### src/rtl/pipe_pkg.sv
`default_nettype none
// +----------------------------------------------------------------------------+
// | pipe_pkg                                                                   |
// | Shared types and constants for the SimpleRISC pipeline control logic.      |
// | Rev 1.0                                                                    |
// +----------------------------------------------------------------------------+
package pipe_pkg;

    typedef enum logic [1:0] {
        RUN      = 2'd0,
        MEM_WAIT = 2'd1,
        HALTED   = 2'd2,
        FAULT    = 2'd3
    } state_t;

    localparam int c_def_num_stages = 4;

    // Pipeline register indices, bit positions in the stall vector.
    localparam int c_ifof  = 0;
    localparam int c_ofalu = 1;
    localparam int c_aludm = 2;
    localparam int c_dmwb  = 3;

endpackage
`default_nettype wire

### src/rtl/sat_counter.sv
`default_nettype none
// +----------------------------------------------------------------------------+
// | sat_counter                                                                |
// | Saturating up-counter with synchronous clear (clear beats increment).      |
// | Rev 1.0                                                                    |
// +----------------------------------------------------------------------------+
module sat_counter #(
    parameter int CNT_W = 16
) (
    input  logic             clk,
    input  logic             rst_n,
    input  logic             clr,
    input  logic             inc,
    output logic [CNT_W-1:0] count
);

    localparam logic [CNT_W-1:0] c_max = '1;

    logic [CNT_W-1:0] r_count;

    always_ff @(posedge clk or negedge rst_n) begin
        if (!rst_n) begin
            r_count <= '0;
        end else if (clr) begin
            r_count <= '0;
        end else if (inc && (r_count != c_max)) begin
            r_count <= r_count + 1'b1;
        end
    end

    assign count = r_count;

endmodule
`default_nettype wire

### src/rtl/pipe_stall_ctrl.sv
`default_nettype none
// +----------------------------------------------------------------------------+
// | pipe_stall_ctrl                                                            |
// | Per-register stall/bubble generation from memory wait, halt, load-use and  |
// | memory-timeout fault, plus a saturating stall-cycle counter.               |
// | Rev 1.0                                                                    |
// +----------------------------------------------------------------------------+
module pipe_stall_ctrl
    import pipe_pkg::*;
#(
    parameter int NUM_STAGES  = c_def_num_stages,
    parameter int LU_STAGE    = 0,
    parameter bit STALL_ON_ST = 1'b0,
    parameter int TIMEOUT     = 64,
    parameter int CNT_W       = 16
) (
    input  logic                  clk,
    input  logic                  rst_n,
    input  logic                  stop,
    input  logic                  resume,
    input  logic                  mem_is_ld,
    input  logic                  mem_is_st,
    input  logic                  mem_done,
    input  logic                  lu_hazard,
    input  logic                  fault_clr,
    input  logic                  perf_clr,
    output logic [NUM_STAGES-1:0] stall,
    output logic                  bubble,
    output logic                  halted,
    output logic                  mem_timeout,
    output logic [CNT_W-1:0]      stall_cycles
);

    localparam int                  c_wait_w   = (TIMEOUT > 0) ? $clog2(TIMEOUT + 1) : 1;
    localparam logic [c_wait_w-1:0] c_tmo_lim  = c_wait_w'(TIMEOUT);
    localparam logic [c_wait_w-1:0] c_wait_one = c_wait_w'(1);

    state_t                r_state;
    state_t                w_state_nxt;
    logic [c_wait_w-1:0]   r_wait_cnt;
    logic [c_wait_w-1:0]   w_wait_nxt;
    logic                  r_mem_timeout;
    logic                  w_tmo_nxt;
    logic [NUM_STAGES-1:0] w_stall;
    logic                  w_bubble;
    logic                  w_mreq;

    assign w_mreq = mem_is_ld | (STALL_ON_ST & mem_is_st);

    always_ff @(posedge clk or negedge rst_n) begin
        if (!rst_n) begin
            r_state       <= RUN;
            r_wait_cnt    <= '0;
            r_mem_timeout <= 1'b0;
        end else begin
            r_state       <= w_state_nxt;
            r_wait_cnt    <= w_wait_nxt;
            r_mem_timeout <= w_tmo_nxt;
        end
    end

    always_comb begin
        w_state_nxt = r_state;
        w_wait_nxt  = r_wait_cnt;
        w_tmo_nxt   = r_mem_timeout;
        w_stall     = '0;
        w_bubble    = 1'b0;
        case (r_state)
            FAULT: begin
                w_stall = '1;
                if (fault_clr) begin
                    w_state_nxt = RUN;
                    w_tmo_nxt   = 1'b0;
                    w_wait_nxt  = '0;
                end
            end
            HALTED: begin
                w_stall = '1;
                if (resume && !stop) begin
                    w_state_nxt = RUN;
                end
            end
            MEM_WAIT: begin
                if (stop) begin
                    w_stall     = '1;
                    w_state_nxt = HALTED;
                    w_wait_nxt  = '0;
                end else if (mem_done) begin
                    w_state_nxt = RUN;
                    w_wait_nxt  = '0;
                end else begin
                    w_stall = '1;
                    // Completion in the limit cycle still wins; only a miss faults.
                    if ((TIMEOUT != 0) && (r_wait_cnt == c_tmo_lim)) begin
                        w_state_nxt = FAULT;
                        w_tmo_nxt   = 1'b1;
                        w_wait_nxt  = '0;
                    end else begin
                        w_wait_nxt = r_wait_cnt + 1'b1;
                    end
                end
            end
            default: begin
                if (stop) begin
                    w_stall     = '1;
                    w_state_nxt = HALTED;
                    w_wait_nxt  = '0;
                end else if (w_mreq && !mem_done) begin
                    w_stall     = '1;
                    w_state_nxt = MEM_WAIT;
                    w_wait_nxt  = c_wait_one;
                end else if (lu_hazard) begin
                    // Freeze the front end and slip a NOP behind the load.
                    w_stall[LU_STAGE:0] = '1;
                    w_bubble            = 1'b1;
                end
            end
        endcase
    end

    assign stall       = rst_n ? w_stall : '1;
    assign bubble      = rst_n & w_bubble;
    assign halted      = (r_state == HALTED);
    assign mem_timeout = r_mem_timeout;

    sat_counter #(
        .CNT_W (CNT_W)
    ) u_stall_cnt (
        .clk   (clk),
        .rst_n (rst_n),
        .clr   (perf_clr),
        .inc   (stall[c_ifof]),
        .count (stall_cycles)
    );

endmodule
`default_nettype wire

### config.mk
export PLATFORM = sky130hd
export DESIGN_NAME = pipe_stall_ctrl
export DESIGN_NICKNAME = d
export VERILOG_FILES = /design/src/rtl/pipe_pkg.sv /design/src/rtl/sat_counter.sv /design/src/rtl/pipe_stall_ctrl.sv
export SDC_FILE = /design/constraint.sdc
export NUM_CORES = 1
export LEC_CHECK = 0
export CAP_MARGIN = 30
export CELL_PAD_IN_SITES_DETAIL_PLACEMENT = 1
export CELL_PAD_IN_SITES_GLOBAL_PLACEMENT = 2
export CORE_MARGIN = 10
export CORE_UTILIZATION = 31
export DETAILED_ROUTE_END_ITERATION = 10
export GPL_TIMING_DRIVEN = 0
export PLACE_DENSITY = 0.82
export REMOVE_ABC_BUFFERS = 1
export SYNTH_ARGS = -nofsm -noshare
export SYNTH_HDL_FRONTEND = slang
export SYNTH_SLANG_ARGS = --single-unit
### constraint.sdc
create_clock -name clk -period 3 [get_ports clk]
set_input_delay 0.75 -clock clk [delete_from_list [all_inputs] [get_ports clk]]
set_output_delay 0.75 -clock clk [all_outputs]
set_load 0.02 [all_outputs]
==> qor.txt, run 1 <==
Area occupied by multi-input gates -> 927 sq um
Fillers -> 588
Max-slew violation count -> 0
Total Nets Final -> 215
Clk Latency, worst-skew pair -> 0.27 ns
Die Y -> 93.4 microns
Grt ovf -> 0
Antenna-violating nets left -> 0
Antenna cell count -> 0
Clock sink count -> 26
Total Wirelength -> 4.32 mm
Clock transition at the registers of the reported paths -> 0.10 ns
Setup crit start kind -> primary input
Sequential area share after synthesis -> 38.9%
Largest net degree at the start of global routing -> 29
Top cells by area, synth -> dfrtp_1 (39%), nor2b_1 (4.5%), mux2_2 (4.0%)
Setup crit end kind -> output pin
Most frequent cells in the layout -> dfrtp_1 (26), clkdlybuf4s50_1 (24), nor2_1 (15), nor2b_1 (12), nand3_1 (10)
Worst Skew -> 0.00380 ns
Share of the synthesized area in the top cell type -> 38.9%
DR vias -> 1,444
Period utilization -> 97.1%
Cell taking the most area after synthesis -> dfrtp_1
H-tree Lvls -> 1
Setup crit start -> stop
Site Rows -> 26
Drt first pass iters -> 4
Top FF cell, synth -> dfrtp_1
Slew @ Worst Pin -> 0.941 ns
PD cells -> 455 mW/mm^2
Syn avg cell area -> 9.50 sq um
Worst reg2reg startpoint -> u_stall_cnt.count[0]
Core ar. -> 0.00517 sq mm
Vias in the first global route -> 1,506
RSZ-0062 raised after global routing -> no
Tot GR Track Use -> 9.99%
Cell variety after synth -> 44
Ys async rst share -> 100%
Via density -> 5.33
Min Tclk post-route -> 2.91 ns
Iteration-0 DRC Markers -> 40
Finished Layout Cells -> 271
Wire length of the first global-routing pass -> 7.33 mm
Final setup vio count -> 0
Worst hold slack -> 0.270 ns
Die area -> 0.00873 sq mm
GPL Wtd Cong -> 0.785
Critical Path AT -> 2.16 ns
Pleak -> 0.852 nW
# port buffers -> 31
Flip-flop and latch area -> 651 sq um
WS Path Type -> in -> out
Synth Instances -> 176
Slew Limit Headroom -> 37.1%
Starting density of the core -> 32.3%
Required time of the critical path -> 2.25 ns
Max VDD drop -> 0.216 mV
CTS max path bufs -> 2
Maximum clock rate -> 343 MHz
Total power -> 950 uW
Worst slack at placement -> -1.35 ns
Total CTS buffers -> 3
Final Util -> 40.3%
Most common cell after layout, fill and taps aside -> dfrtp_1
Antenna violations before repair -> 0
Placed Instances -> 266
Root Buffer -> clkbuf_8
Area grow syn2layout -> 24.8%
Status -> finished, final reports clean
TritonCTS clock tree -> built
Syn. warnings -> 0
Mapped cell area -> 0.00167 sq mm
Synth Register Bits -> 26
DRC viols -> 0
Detailed-placement wirelength estimate -> 3.24 mm
Worst Hold Class -> in -> async
Routed len/inst -> 15.9 microns
Hold_buf cts -> 0
Io pins -> 33
Layout cells sized above 1 -> 10.4%
Chip width -> 93.4 microns
Final hold violation count -> 0
Crit Path Max Fanout -> 7
Post-route worst setup slack -> 0.0858 ns
Number of flops mapped to enable cells by yosys -> 0
Max Cap Viol -> 0
-- power by group --
| part | internal [mW] | switching (mW) |
|---|---|---|
| Sequential | 0.378 | 0.0476 |
| Combinational | 0.129 | 0.164 |
| Clock | 0.117 | 0.113 |
| Total | 0.625 | 0.325 |
-- metrics by stage --
step | cell area, sq um | setup TNS, ns
6_report | 2090 | 0
4_1_cts | 2080 | 0
3_5_place_dp | 2030 | -11.95
2_1_floorplan | 1600 | 0
3_3_place_gp | 2000 | -18.68
5_1_grt | 2090 | 0
-- logic make-up (layout without fill, tap and decap cells) --
kind of cell    count (synthesis)  count (layout)  share of synthesized area [%]
compound gates                 41              41                           17.7
fa+ha+maj                       3               3                           2.25
buf+inv                        19              44                           5.61
flops                          26              26                           38.9
mux                            15              15                           10.0
simple gates                   72              72                           25.5
-- worst max-delay path: stages --
cell and delay, ns:
dlygate4sd2_1 0.31, or3b_4 0.45, or2_2 0.32, dlygate4sd2_1 0.33
-- flip-flops by register name, summed over array words and instances (netlist names) --
| signal | flops |
|---|---|
| r_wait_cnt | 7 |
| u_stall_cnt.count | 16 |
| r_state | 2 |
| mem_timeout | 1 |
-- path summary, 6_finish.rpt --
path / end / slack, ns / depth (start not counted)
worst min-delay path: u_stall_cnt.count[15] / 0.27 / 1
max in group asynchronous: mem_timeout / 2.42 / 2
worst max register to register: u_stall_cnt.count[0] / 0.92 / 5
worst min register to register: r_wait_cnt[6] / 0.48 / 1
worst max-delay path: stall[3] / 0.09 / 4
min in group clk: r_wait_cnt[6] / 0.48 / 1
-- routing by layer --
metal | routed length (microns) | GRT usage [%] | vias up
li1 | - | - | 704
met1 | 1900 | 11.0 | 718
met2 | 2150 | 18.4 | 20
met3 | 243 | 2.96 | 2
met4 | 20 | 2.06 | 0
met5 | 0 | 0 | -
-- cell type report --
type                       instances  share of cell area, %
tap                               70                   4.20
inverter                           7                   1.26
multi-input combinational        131                   44.5
timing repair buffer              33                   16.3
sequential                        26                   31.2
clock buffer                       4                   2.64
-- cell usage after synthesis (all sizes together), types with 2 or more instances --
library cell	count
nor4	2
clkbuf	5
ha	3
nor2b	12
nand2	6
a21oi	9
nand3	10
a22o	4
and2	2
a31oi	3
and3	7
a2111oi	2
inv	7
mux2i	4
o41ai	2
nand4	4
a22oi	4
nand2b	2
or4	3
o31ai	2
buf	7
nor2	15
o21ai	3
and4	2
mux2	11
nor4b	2
a211oi	7
dfrtp	26
-- repair_timing --
action                     in CTS  in global routing
setup endpoints to repair      20                  4
setup buffers                   1                  0
resized for setup              12                  3
pin swaps                       1                  0
Note: power is estimated with default switching activity, not from simulation.
==> run 2, diff against run 1 <==
--- a/config.mk
+++ b/config.mk
@@ -5,14 +5,15 @@
 export SDC_FILE = /design/constraint.sdc
 export NUM_CORES = 1
 export LEC_CHECK = 0
+export ABC_AREA = 1
 export CAP_MARGIN = 30
 export CELL_PAD_IN_SITES_DETAIL_PLACEMENT = 1
 export CELL_PAD_IN_SITES_GLOBAL_PLACEMENT = 2
 export CORE_MARGIN = 10
-export CORE_UTILIZATION = 31
+export CORE_UTILIZATION = 29
 export DETAILED_ROUTE_END_ITERATION = 10
 export GPL_TIMING_DRIVEN = 0
-export PLACE_DENSITY = 0.82
+export PLACE_DENSITY = 0.84
 export REMOVE_ABC_BUFFERS = 1
 export SYNTH_ARGS = -nofsm -noshare
 export SYNTH_HDL_FRONTEND = slang
==> constraint.sdc (replaced) <==
create_clock -name clk -period 3 [get_ports clk]
set_input_delay 0.3 -clock clk [delete_from_list [all_inputs] [get_ports clk]]
set_output_delay 0.3 -clock clk [all_outputs]
set_load 0.02 [all_outputs]
==> run 2 against run 1 <==
  * Via count up 19%
  * Critical endpoint is now stall[0]
  * Flip-flop and latch count did not move
  * Setup slack better by 0.21 ns
  * Synthesized area grew 6.9%
  * Final cell count grew 32%
==> qor.txt, run 2 <==
Status -> finished, final reports clean
Setup crit start -> rst_n
# port buffers -> 31 (unchanged)
Worst R2R Setup Slack -> 1.24 ns (+0.32 ns)
Syn. warnings -> 0 (unchanged)
Synth Instances -> 256 (+45%)
Worst Hold Class -> in -> async
Detailed-placement wirelength estimate -> 3.94 mm (+22%)
Number of flops mapped to enable cells by yosys -> 0 (unchanged)
Antenna cell count -> 0 (unchanged)
Total power -> 1.16 mW (+22%)
Tot GR Track Use -> 11.0% (+0.97 points)
Top FF cell, synth -> dfrtp_1
Synth Register Bits -> 26 (unchanged)
Max VDD drop -> 0.254 mV (+18%)
TritonCTS clock tree -> built
Synth top cells by count -> nand2_1 (76), nor2_1 (40), dfrtp_1 (26), nand3_1 (26), inv_1 (22)
Final Util -> 37.3% (-3.0 points)
Fillers -> 779 (+32%)
Worst-case reg-to-reg path depth -> 8 (+3)
Critical Path AT -> 2.40 ns (+0.24 ns)
Wire length of the first global-routing pass -> 9.05 mm (+23%)
Max-slew violation count -> 0 (unchanged)
Total Wirelength -> 5.07 mm (+17%)
Area grow syn2layout -> 24.3%
Worst reg2reg startpoint -> u_stall_cnt.count[0]
CTS max path bufs -> 2 (unchanged)
Total Nets Final -> 297 (+38%)
Antenna violations before repair -> 0 (unchanged)
Mapped cell area -> 0.00179 sq mm (+6.9%)
Period utilization -> 90.1% (-7.0 points)
R2R Path End -> u_stall_cnt.count[3]
Largest register FFs -> 16 (unchanged)
Maximum clock rate -> 370 MHz (+7.8%)
Cell taking the most area after synthesis -> dfrtp_1
PD cells -> 523 mW/mm^2 (+15%)
Starting density of the core -> 30.0% (-2.3 points)
Top-count cell post-synth -> nand2_1
Drt first pass iters -> 4 (unchanged)
Crit Path Max Fanout -> 15 (+8)
Clock sink count -> 26 (unchanged)
Die Y -> 98.5 microns (+5.4%)
Via density -> 4.78 (-10%)
Worst Skew -> 0.00569 ns (+0.00188 ns)
Die area -> 0.00970 sq mm (+11%)
Max Cap Viol -> 0 (unchanged)
Chip width -> 98.5 microns (+5.4%)
WS Path Type -> in -> out
Setup crit start kind -> primary input
Grt ovf -> 0 (unchanged)
Vias in the first global route -> 1,815 (+21%)
Resized Gates After CTS -> 0 (-12)
Required time of the critical path -> 2.70 ns (+0.45 ns)
Sequential area share after synthesis -> 36.4% (-2.5 points)
Cell variety after synth -> 29 (-34%)
Syn avg cell area -> 6.98 sq um (-27%)
GPL Wtd Cong -> 0.774 (-1.3%)
Layout cells sized above 1 -> 7.77% (-2.7 points)
Core ar. -> 0.00596 sq mm (+15%)
Final hold violation count -> 0 (unchanged)
Setup crit end kind -> output pin
Worst setup endpoint -> stall[0]
Clk Latency, worst-skew pair -> 0.28 ns (about the same)
RSZ-0062 raised after global routing -> no
Iteration-0 DRC Markers -> 60 (+50%)
Routed len/inst -> 14.2 microns (-11%)
Hold_buf cts -> 0 (unchanged)
Io pins -> 33 (unchanged)
DRC viols -> 0 (unchanged)
Min Tclk post-route -> 2.70 ns (-0.210 ns)
Root Buffer -> clkbuf_8
Most frequent cells in the layout -> nand2_1 (76), nor2_1 (40), clkdlybuf4s50_1 (31), nand3_1 (26), dfrtp_1 (26)
Pleak -> 0.967 nW (+14%)
Clock transition at the registers of the reported paths -> 0.10 ns (about the same)
Slew @ Worst Pin -> 0.798 ns (-0.143 ns)
H-tree Lvls -> 1 (unchanged)
Ys async rst share -> 100% (unchanged)
Final setup vio count -> 0 (unchanged)
Site Rows -> 28 (+7.7%)
Share of the synthesized area in the top cell type -> 36.4% (-2.5 points)
Largest net degree at the start of global routing -> 22 (-24%)
Most common cell after layout, fill and taps aside -> nand2_1
DR vias -> 1,712 (+19%)
Top cells by area, synth -> dfrtp_1 (36%), nand2_1 (16%), nor2_1 (8.4%)
Slew Limit Headroom -> 46.6% (+9.5 points)
Antenna-violating nets left -> 0 (unchanged)
Setup bufs post-CTS -> 0 (-1)
Total CTS buffers -> 3 (unchanged)
## run 2: cells by family after synthesis
group,count (synthesis),share of synthesized area (%)
adder cells (fa/ha/maj),3,2.10
buffers and inverters,35,9.31
XOR/XNOR,9,4.41
AND/OR/NAND/NOR,164,41.2
AO/OA/AOI/OAI,19,6.51
flip-flops,26,36.4
## run 2: report_power, final
part	switching (mW)	total, mW	internal [mW]	leakage [nW]
Clock	0.125	0.304	0.179	0.0357
Sequential	0.0565	0.442	0.386	0.357
Combinational	0.262	0.416	0.153	0.575
Total	0.443	1.16	0.718	0.967
## run 2: final cells by class
cell class | count | area, sq um | share of cell area (%)
clock buffer | 3 | 41.3 | 1.86
timing repair buffer | 32 | 338 | 15.2
multi-input combinational | 195 | 970 | 43.7
tap | 75 | 93.8 | 4.23
sequential | 26 | 651 | 29.3
inverter | 26 | 97.6 | 4.39
clock inverter | 1 | 30.0 | 1.35
## run 2: how the worst min path moves through the flow
| stage | from | end | slack [ns] | cells after the start |
|---|---|---|---|---|
| floorplan | rst_n | mem_timeout | 0.004 | 0 |
| global route | rst_n | u_stall_cnt.count[14] | 0.53 | 1 |
| detailed placement | mem_timeout | mem_timeout | 0.54 | 2 |
| CTS | rst_n | u_stall_cnt.count[14] | 0.50 | 1 |
| finish | rst_n | u_stall_cnt.count[14] | 0.47 | 1 |
| global placement | mem_timeout | mem_timeout | 0.49 | 2 |
## run 2: critical path: stages
cell and delay [ns]:
clkdlybuf4s50_1 0.99, buf_16 0.23, nand2_1 0.07, a21oi_2 0.13, nand3_2 0.11, clkdlybuf4s50_1 0.56
## run 2: layer usage
metal  up-vias  part of all wire [%]  track usage (%)  routed length [microns]
met5         -                     0                0                        0
met4         0                  0.55             1.98                       28
met3         4                   4.3             3.07                      216
met2        23                    51             18.9                     2590
met1       815                    44             13.3                     2230
li1        870                     -                -                        -
## run 2: per-stage QoR
stage	instances	cell area, sq um	setup WS, ns	hold WS [ns]	setup TNS (ns)
after floorplan	247	1720	1.38	0.00441	0
after global placement	353	2120	-0.0877	0.495	-0.245
after detailed placement	354	2150	0.218	0.539	0
after CTS	358	2220	0.205	0.500	0
after global routing	358	2220	0.0736	0.529	0
final	358	2220	0.296	0.470	0
